File: src/rtl/clause_pkg.sv
// Shared types and defaults for the clause state builder.
// Holds parameter defaults, the scan FSM encoding and the literal table entry.
package clause_pkg;

  localparam int DEF_NUM_CLAUSES         = 16;
  localparam int DEF_NUM_VARS_PER_CLAUSE = 3;
  localparam int DEF_NUM_VARS            = 16;
  // Table entries carry a fixed-width variable field; narrower indices are zero-extended.
  localparam int MAX_VAR_W               = 16;

  typedef enum logic {
    ST_IDLE = 1'b0,
    ST_SCAN = 1'b1
  } state_t;

  typedef struct packed {
    logic [MAX_VAR_W-1:0] lit_var;
    logic                 neg;
  } lit_entry_t;

endpackage

File: src/rtl/clause_slot_update.sv
// Combinational per-clause literal update: every slot that references the latched
// variable gets its new false/true state, all other slots keep their current bit.
module clause_slot_update
  import clause_pkg::*;
#(
  parameter int NUM_VARS_PER_CLAUSE = DEF_NUM_VARS_PER_CLAUSE
) (
  input  lit_entry_t                     ents [NUM_VARS_PER_CLAUSE],
  input  logic [NUM_VARS_PER_CLAUSE-1:0] cur_bits,
  input  logic [MAX_VAR_W-1:0]           asg_var,
  input  logic                           asg_val,
  input  logic                           asg_clear,
  output logic [NUM_VARS_PER_CLAUSE-1:0] new_bits
);

  // Literal is false when assigned and the value matches its negation flag.
  always_comb begin
    new_bits = cur_bits;
    for (int s = 0; s < NUM_VARS_PER_CLAUSE; s++) begin
      if (ents[s].lit_var == asg_var) begin
        new_bits[s] = ~asg_clear & (asg_val == ents[s].neg);
      end else begin
        new_bits[s] = cur_bits[s];
      end
    end
  end

endmodule

File: src/rtl/clause_state_builder.sv
// Builds per-literal false flags from a literal table and a stream of variable updates,
// one clause per cycle. Optional early-unsat flag enabled by CLAUSE_STATE_BUILDER_UNSAT_EN.
module clause_state_builder
  import clause_pkg::*;
#(
  parameter int NUM_CLAUSES         = DEF_NUM_CLAUSES,
  parameter int NUM_VARS_PER_CLAUSE = DEF_NUM_VARS_PER_CLAUSE,
  parameter int NUM_VARS            = DEF_NUM_VARS,
  localparam int VAR_W = (NUM_VARS > 1) ? $clog2(NUM_VARS) : 1,
  localparam int CL_W  = (NUM_CLAUSES > 1) ? $clog2(NUM_CLAUSES) : 1,
  localparam int SL_W  = (NUM_VARS_PER_CLAUSE > 1) ? $clog2(NUM_VARS_PER_CLAUSE) : 1
) (
  input  logic                                       clk,
  input  logic                                       rst_n,
  input  logic                                       tbl_we,
  input  logic [CL_W-1:0]                            tbl_clause,
  input  logic [SL_W-1:0]                            tbl_slot,
  input  logic [VAR_W-1:0]                           tbl_var,
  input  logic                                       tbl_neg,
  input  logic                                       asg_valid,
  output logic                                       asg_ready,
  input  logic [VAR_W-1:0]                           asg_var,
  input  logic                                       asg_val,
  input  logic                                       asg_clear,
  output logic [NUM_CLAUSES*NUM_VARS_PER_CLAUSE-1:0] clauses,
  output logic                                       clauses_stable,
  output logic                                       unsat_early
);

  localparam int NB   = NUM_CLAUSES * NUM_VARS_PER_CLAUSE;
  localparam int BI_W = (NB > 1) ? $clog2(NB) : 1;

  state_t                         state_r, state_nx;
  logic [CL_W-1:0]                cnt_r;
  logic [MAX_VAR_W-1:0]           lat_var_r;
  logic                           lat_val_r, lat_clear_r;
  lit_entry_t                     table_r [NUM_CLAUSES][NUM_VARS_PER_CLAUSE];
  lit_entry_t                     row_s   [NUM_VARS_PER_CLAUSE];
  logic [NB-1:0]                  clauses_r;
  logic [NUM_VARS_PER_CLAUSE-1:0] cur_bits_s, upd_bits_s;
  logic [BI_W-1:0]                scan_base_s, wr_bit_s;
  logic                           idle_s, accept_s, tbl_wr_s, cnt_last_s;

  assign idle_s      = (state_r == ST_IDLE);
  assign accept_s    = asg_valid & idle_s;
  // Out-of-range table indices (non-power-of-two sizes) are dropped.
  assign tbl_wr_s    = tbl_we & idle_s
                     & (int'(tbl_clause) < NUM_CLAUSES)
                     & (int'(tbl_slot) < NUM_VARS_PER_CLAUSE);
  assign cnt_last_s  = (cnt_r == CL_W'(NUM_CLAUSES - 1));
  assign scan_base_s = BI_W'(int'(cnt_r) * NUM_VARS_PER_CLAUSE);
  assign wr_bit_s    = BI_W'(int'(tbl_clause) * NUM_VARS_PER_CLAUSE + int'(tbl_slot));
  assign cur_bits_s  = clauses_r[scan_base_s +: NUM_VARS_PER_CLAUSE];

  // Select the table row of the clause currently being scanned.
  always_comb begin
    for (int s = 0; s < NUM_VARS_PER_CLAUSE; s++) begin
      row_s[s] = table_r[cnt_r][s];
    end
  end

  clause_slot_update #(
    .NUM_VARS_PER_CLAUSE(NUM_VARS_PER_CLAUSE)
  ) u_slot_update (
    .ents     (row_s),
    .cur_bits (cur_bits_s),
    .asg_var  (lat_var_r),
    .asg_val  (lat_val_r),
    .asg_clear(lat_clear_r),
    .new_bits (upd_bits_s)
  );

  // FSM state register.
  always_ff @(posedge clk or negedge rst_n) begin
    if (!rst_n) begin
      state_r <= ST_IDLE;
    end else begin
      state_r <= state_nx;
    end
  end

  // FSM next-state logic.
  always_comb begin
    state_nx = state_r;
    case (state_r)
      ST_IDLE: begin
        if (asg_valid) state_nx = ST_SCAN;
        else           state_nx = ST_IDLE;
      end
      ST_SCAN: begin
        if (cnt_last_s) state_nx = ST_IDLE;
        else            state_nx = ST_SCAN;
      end
      default: state_nx = ST_IDLE;
    endcase
  end

  // Clause counter and latched assignment.
  always_ff @(posedge clk or negedge rst_n) begin
    if (!rst_n) begin
      cnt_r       <= '0;
      lat_var_r   <= '0;
      lat_val_r   <= 1'b0;
      lat_clear_r <= 1'b0;
    end else begin
      if (state_r == ST_SCAN && !cnt_last_s) cnt_r <= cnt_r + 1'b1;
      else                                   cnt_r <= '0;
      if (accept_s) begin
        lat_var_r   <= MAX_VAR_W'(asg_var);
        lat_val_r   <= asg_val;
        lat_clear_r <= asg_clear;
      end
    end
  end

  // Literal table; written only while idle so a scan sees a frozen table.
  always_ff @(posedge clk or negedge rst_n) begin
    if (!rst_n) begin
      for (int c = 0; c < NUM_CLAUSES; c++) begin
        for (int s = 0; s < NUM_VARS_PER_CLAUSE; s++) begin
          table_r[c][s] <= '0;
        end
      end
    end else if (tbl_wr_s) begin
      table_r[tbl_clause][tbl_slot] <= '{lit_var: MAX_VAR_W'(tbl_var), neg: tbl_neg};
    end
  end

  // Literal state: scan writes one clause per cycle, a table write resets its slot.
  always_ff @(posedge clk or negedge rst_n) begin
    if (!rst_n) begin
      clauses_r <= '0;
    end else if (state_r == ST_SCAN) begin
      clauses_r[scan_base_s +: NUM_VARS_PER_CLAUSE] <= upd_bits_s;
    end else if (tbl_wr_s) begin
      clauses_r[wr_bit_s] <= 1'b0;
    end
  end

`ifdef CLAUSE_STATE_BUILDER_UNSAT_EN
  logic unsat_r;

  // Early-unsat flag: re-evaluated over each scan, invalidated by table edits.
  always_ff @(posedge clk or negedge rst_n) begin
    if (!rst_n) begin
      unsat_r <= 1'b0;
    end else if (accept_s || tbl_wr_s) begin
      unsat_r <= 1'b0;
    end else if (state_r == ST_SCAN && (&upd_bits_s)) begin
      unsat_r <= 1'b1;
    end
  end

  assign unsat_early = unsat_r;
`else
  assign unsat_early = 1'b0;
`endif

  assign clauses        = clauses_r;
  assign asg_ready      = idle_s;
  assign clauses_stable = idle_s;

endmodule
File: config.mk
export PLATFORM = sky130hd
export DESIGN_NAME = clause_state_builder
export DESIGN_NICKNAME = d
export VERILOG_FILES = /design/src/rtl/clause_pkg.sv /design/src/rtl/clause_slot_update.sv /design/src/rtl/clause_state_builder.sv
export SDC_FILE = /design/constraint.sdc
export NUM_CORES = 1
export LEC_CHECK = 0
export CORE_MARGIN = 2
export CORE_UTILIZATION = 50
export CTS_CLUSTER_DIAMETER = 200
export DETAILED_ROUTE_END_ITERATION = 10
export PLACE_DENSITY_LB_ADDON = 0.25
export SETUP_SLACK_MARGIN = 0.02
export SYNTH_ARGS = -nofsm -noshare
export SYNTH_HDL_FRONTEND = slang
export SYNTH_SLANG_ARGS = --single-unit
File: constraint.sdc
create_clock -name clk -period 6.7 [get_ports clk]
set_input_delay 1.005 -clock clk [delete_from_list [all_inputs] [get_ports clk]]
set_output_delay 1.005 -clock clk [all_outputs]
set_load 0.005 [all_outputs]
==> results of run 1 <==
[cell usage after synthesis (all sizes together) (19+ instances only)]
| library cell | count | area (um2) |
|---|---|---|
| nand2 | 62 | 232.7 |
| o311ai | 46 | 402.9 |
| mux2 | 270 | 3040 |
| nor2 | 92 | 345.3 |
| dfrtp | 299 | 7482 |
| ha | 19 | 237.7 |
| mux2i | 60 | 600.6 |
| o21ai | 90 | 450.4 |
| a21oi | 77 | 407.9 |
| buf | 36 | 250.3 |
| clkbuf | 58 | 220.2 |
| mux4 | 36 | 814.5 |
[placed cells by master, fill, tap and decap left out, types with 9 or more instances in the layout]
cell,synthesis,final
mux4_2,35,35
o311ai_1,39,39
a21oi_1,75,75
dfrtp_1,299,297
mux2i_1,60,60
clkdlybuf4s50_1,0,68
o22ai_1,18,18
o21ai_0,87,87
nor2_1,92,92
mux2_2,270,270
ha_1,19,19
clkbuf_16,0,36
a22oi_1,9,9
a221oi_1,11,11
nor3_1,18,18
buf_4,12,20
nand2b_1,17,17
nand2_1,62,62
or4_1,13,13
[report_power, final]
part	leakage [uW]	switching (uW)	total, uW	internal (uW)
sequential	0.00411	390	2480	2090
combinational	0.00332	1810	3000	1190
clock	0.000604	755	1990	1230
[worst reg2reg max path: stages, from the launching register on]
cell	delay, ns
dfrtp_4	0.93
buf_4	0.69
mux4_2	0.61
nand2b_1	0.21
a31oi_1	0.20
a32o_1	0.80
or2_1	0.59
o311ai_0	0.24
[through the flow]
step | worst slack (ns) | util | total power [uW] | std cells | area (um2)
after floorplan | 3.307 | - | 4253 | 1333 | 15820
after global placement | 2.163 | 0.5332 | 5385 | 1732 | 16740
after detailed placement | 2.109 | 0.5332 | 5411 | 1732 | 16740
after CTS | 2.369 | 0.5720 | 7414 | 1795 | 17960
after global routing | 2.123 | 0.5720 | 7773 | 1795 | 17960
final | 2.276 | 0.5720 | 7463 | 1795 | 17960
[kinds of logic after synthesis]
logic type,Yosys count
xor gates and xnor gates,6
muxes,366
adders and majority gates,21
AOI/OAI and AO/OA,283
and+or+nand+nor,255
buffers and inverters,102
other,1
DFF,299
[per-layer routing]
metal	vias up	global-route usage	wire, um
li1	5070	-	-
met4	0	0.09323	1490
met3	105	0.06338	3653
met2	497	0.4234	20000
met1	5886	0.3827	19550
met5	-	0	0
[registers in the layout, indices dropped and copies added, names as in the netlist]
signal       cells
clauses         48
lat_var_r        4
lat_clear_r      1
lat_val_r        1
state_r          1
table_r        240
cnt_r            4
[path summary, 6_finish.rpt]
path | from | end | cells past startpoint
worst min-delay path | table_r[496] | table_r[496] | 1
worst max-delay path | cnt_r[0] | clauses[3] | 7
min in group asynchronous | rst_n | table_r[70] | 1
worst max register to register | cnt_r[0] | clauses[3] | 7
max in group asynchronous | rst_n | table_r[799] | 2
worst min register to register | table_r[496] | table_r[496] | 1
[cell type report]
class	instances	area [um2]	area share
multi-input combinational	932	7844	0.4368
sequential	299	7490	0.4171
clock buffer	50	1033	0.05756
timing repair buffer	91	870.8	0.04850
tap	402	503.0	0.02801
clock inverter	13	183.9	0.01024
inverter	8	31.28	0.001742
==> impl_metrics.csv, run 1 <==
group,metric,value,unit
synthesis,synthesis.area,15820,um2
routing,detailroute.via_count,11558,
cts,root_buffer,"clkbuf_16",
synthesis,yosys_register_bits,299,
cts,cts_max_level,2,
routing,vias_per_cell,6.439,
global_routing,grt_pass1_wl,70.44,mm
routing,drt_iter0_markers,1201,
routing,wire_per_inst,24.90,um
critical_path,crit_chain,"buf_4, mux4_2, nand2b_1, a31oi_1, a32o_1, or2_1, o311ai_0",
cts,clkSinkCount,299,
die,rows,65,
routing,wirelength,44.70,mm
die,die_width,181.9,um
synthesis,synth_compound_area_frac,0.1153,
sta,max_slew_margin,0.08565,
sta,finalMaxSlewViolations,0,
routing,antenna_left,0,
power,p_per_area,415.6,nW/um2
cells_and_area,drive_gt1_frac,0.2922,
die,die_area,33080,um2
power,p_leak,0.008033,uW
global_routing,grt_use_total,0.2739,
cells_and_area,fillers,2633,
synthesis,synth_fp_nets,1375,
placement,hpwl,29.64,mm
synthesis,ys_async_sr_fraction,1.000,
synthesis,synth_top_family_by_area,"multiplexers",
cells_and_area,layout.nets,1409,
cts,cts_tree,"yes",
sta,finalSetupViolations,0,
outcome,status,"completed",
sta,max_clock_freq,0.2261,GHz
die,ios,72,
critical_path,slowest_stage,"dfrtp_4",
critical_path,crit_path_start_kind,"register",
cts,insertion_delay,0.52,ns
critical_path,end_kind,"register",
sta,fin_crit_sh,0.6603,
critical_path,critical_path_arrival,4.79,ns
die,core_area,31390,um2
die,die_h,181.9,um
critical_path,reg2reg_slack,2.28,ns
run,drv_cap,0,
sta,finalCriticalPeriod,4.424,ns
sta,setup_tns,0,ns
synthesis,ys_types,64,
cts,cts_setup_buffers,0,
synthesis,synth_edf_count,0,
critical_path,required,7.06,ns
sta,finalHoldWorstSlack,0.5008,ns
placement,place_congestion,0.9325,
cts,hold_buffers,0,
routing,drt_first_pass_iters,5,
placement,port_buffers,70,
critical_path,crit_type,"register to register",
synthesis,synth_warnings,0,
die,initial_utilization,0.5040,
sta,rsz0062_at_grt,"no",
sta,tightest_slew,1.361,ns
cts,cts-resized-gates,0,
critical_path,critical_path.max_fanout,40,
global_routing,overflow,0,
synthesis,synth.avg_cell_area,11.87,um2
cts,cts_max_path_buffers,3,
power,peakVddDrop,0.2368,mV
synthesis,synthSimpleGateAreaFrac,0.07742,
routing,drc_errors,0,
sta,hold_viol_final,0,
synthesis,synth-xor-area-share,0.003321,
critical_path,crit_family,"compound AO/OA/AOI/OAI gates",
cts,clk_pin_slew,0.06,ns
global_routing,first_global_vias,11764,
critical_path,path_buf_inv,1,
synthesis,seq_area_frac_synth,0.4729,
global_routing,grt_max_degree,180,
sta,fin_skew,0.01515,ns
cts,numCtsBuffers,35,
min_path,hold_class,"register to register",
cells_and_area,num_antenna_cells,0,
synthesis,synth_flop_cell,"dfrtp_1",
synthesis,synthAdderAreaFrac,0.01755,
critical_path,max_stage_delay,0.93,ns
cells_and_area,syn2layout_area_growth,13.48,%
global_routing,antenna_found_initial,1,
synthesis,muxShareOfSynthArea,0.2816,
synthesis,synthCells,1333,
No activity file was read; power rests on OpenSTA's default activity.
==> run 2, diff against run 1 <==
clock period = 4.4 ns   (was 6.7 ns; I/O delays follow)
==> impl_metrics.csv, run 2 (synthesis gave the netlist of run 1 again) <==
group,metric,value,unit
cts,root_buffer,"clkbuf_16",
placement,place_congestion,0.9464,
global_routing,overflow,0,
critical_path,critical_path_arrival,3.92,ns
routing,detailroute.via_count,11686,
global_routing,grt_pass1_wl,70.03,mm
global_routing,first_global_vias,11861,
routing,drc_errors,0,
critical_path,end_kind,"register",
cells_and_area,layout.nets,1441,
sta,setup_tns,0,ns
cts,cts-resized-gates,0,
cts,insertion_delay,0.52,ns
sta,fin_crit_sh,0.8094,
power,power,11210,uW
min_path,hold_class,"primary input to async pin",
critical_path,crit_path_start_kind,"register",
cells_and_area,final_cell_mix,"dfrtp_1 (297), mux2_2 (270), nor2_1 (92)",
power,p_per_area,619.7,nW/um2
global_routing,grt_use_total,0.2746,
die,rows,65,
cts,cts_max_path_buffers,3,
power,peakVddDrop,0.3225,mV
cts,cts_setup_buffers,0,
die,die_h,181.9,um
critical_path,critical_path.max_fanout,50,
cts,clk_pin_slew,0.06,ns
sta,hold_viol_final,0,
cts,numCtsBuffers,34,
sta,tightest_slew,0.9875,ns
routing,antenna_left,0,
routing,wirelength,44.39,mm
run,drv_cap,0,
cts,clkSinkCount,299,
cts,cts_max_level,2,
cells_and_area,largest_reg_flops,240,
critical_path,crit_type,"register to register",
routing,vias_per_cell,6.400,
placement,hpwl,30.49,mm
critical_path,required,4.76,ns
cts,hold_buffers,0,
sta,max_slew_margin,0.3416,
sta,finalSetupViolations,0,
cells_and_area,num_antenna_cells,0,
cells_and_area,syn2layout_area_growth,14.35,%
sta,rsz0062_at_grt,"no",
routing,drt_iter0_markers,1023,
cells_and_area,drive_gt1_frac,0.3020,
sta,finalMaxSlewViolations,0,
cts,cts_tree,"yes",
routing,drt_first_pass_iters,5,
sta,max_clock_freq,0.2808,GHz
die,core_area,31390,um2
die,die_area,33080,um2
sta,finalCriticalPeriod,3.561,ns
placement,port_buffers,70,
die,ios,72,
global_routing,grt_max_degree,117,
global_routing,antenna_found_initial,0,
routing,wire_per_inst,24.31,um
die,initial_utilization,0.5040,
die,die_width,181.9,um
sta,fin_skew,0.01135,ns
power,p_leak,0.008131,uW
cells_and_area,regMostFlops,"table_r",
outcome,status,"completed",
cells_and_area,final_common_cell,"dfrtp_1",
==> run 2: cell count changes in the layout (fill, tap and decap cells not counted), sizes merged <==
| cell | delta |
|---|---|
| clkinv | -5 |
| buf | +33 |
| bufinv | -2 |
| clkbuf | +5 |
==> run 2: report_power, final <==
group	total, uW	switching, uW	internal [uW]	leakage, uW
registers	3740	563	3170	0.00411
clock network	2800	1110	1690	0.000536
logic	4670	2700	1970	0.00348
==> run 2: routing by layer <==
metal,vias to the layer above,GRT usage,share of wire
li1,5109,-,-
met1,5911,0.3852,0.44
met2,540,0.4222,0.44
met3,126,0.05154,0.072
met4,0,0.1135,0.040
met5,-,0,0
==> run 2: final timing paths <==
path / start / to / slack [ns] / depth (start not counted)
max in group asynchronous: rst_n / table_r[459] / 3.16 / 2
setup / recovery: cnt_r[1] / clauses[25] / 0.84 / 9
setup reg to reg: cnt_r[1] / clauses[25] / 0.84 / 9
hold / removal: rst_n / table_r[71] / 0.20 / 1
min in group clk: table_r[494] / table_r[494] / 0.50 / 1
hold reg to reg: table_r[494] / table_r[494] / 0.50 / 1
==> run 2: area by class of cell <==
| class | count | area [um2] |
|---|---|---|
| inverters | 8 | 31.28 |
| repair buffers | 124 | 1131 |
| clock buffers | 55 | 1011 |
| flip-flops and latches | 299 | 7490 |
| clock inverters | 6 | 83.83 |
| fillers | 2590 | 13300 |
| well taps | 402 | 503.0 |
| multi-input cells | 932 | 7844 |
==> run 2: critical path, stage by stage (launching register included) <==
cell      delay [ns]
dfrtp_4         0.92
inv_1           0.37
ha_1            0.38
nor3b_1         0.22
a41oi_1         0.07
nor2_1          0.43
nand3b_1        0.36
and2_1          0.33
o21ai_0         0.19
o311ai_1        0.13
==> run 2: metrics by stage <==
stage	instances	hold WS, ns	utilization	setup WS, ns	area [um2]
6_report	1826	0.2032	0.5764	0.8385	18090
5_1_grt	1826	0.2731	0.5764	0.5949	18090
4_1_cts	1826	0.2679	0.5764	0.8352	18090
3_5_place_dp	1765	0.4902	0.5415	0.5503	17000
3_3_place_gp	1765	0.4820	0.5415	0.5695	17000
2_1_floorplan	1333	0.3644	-	1.098	15820
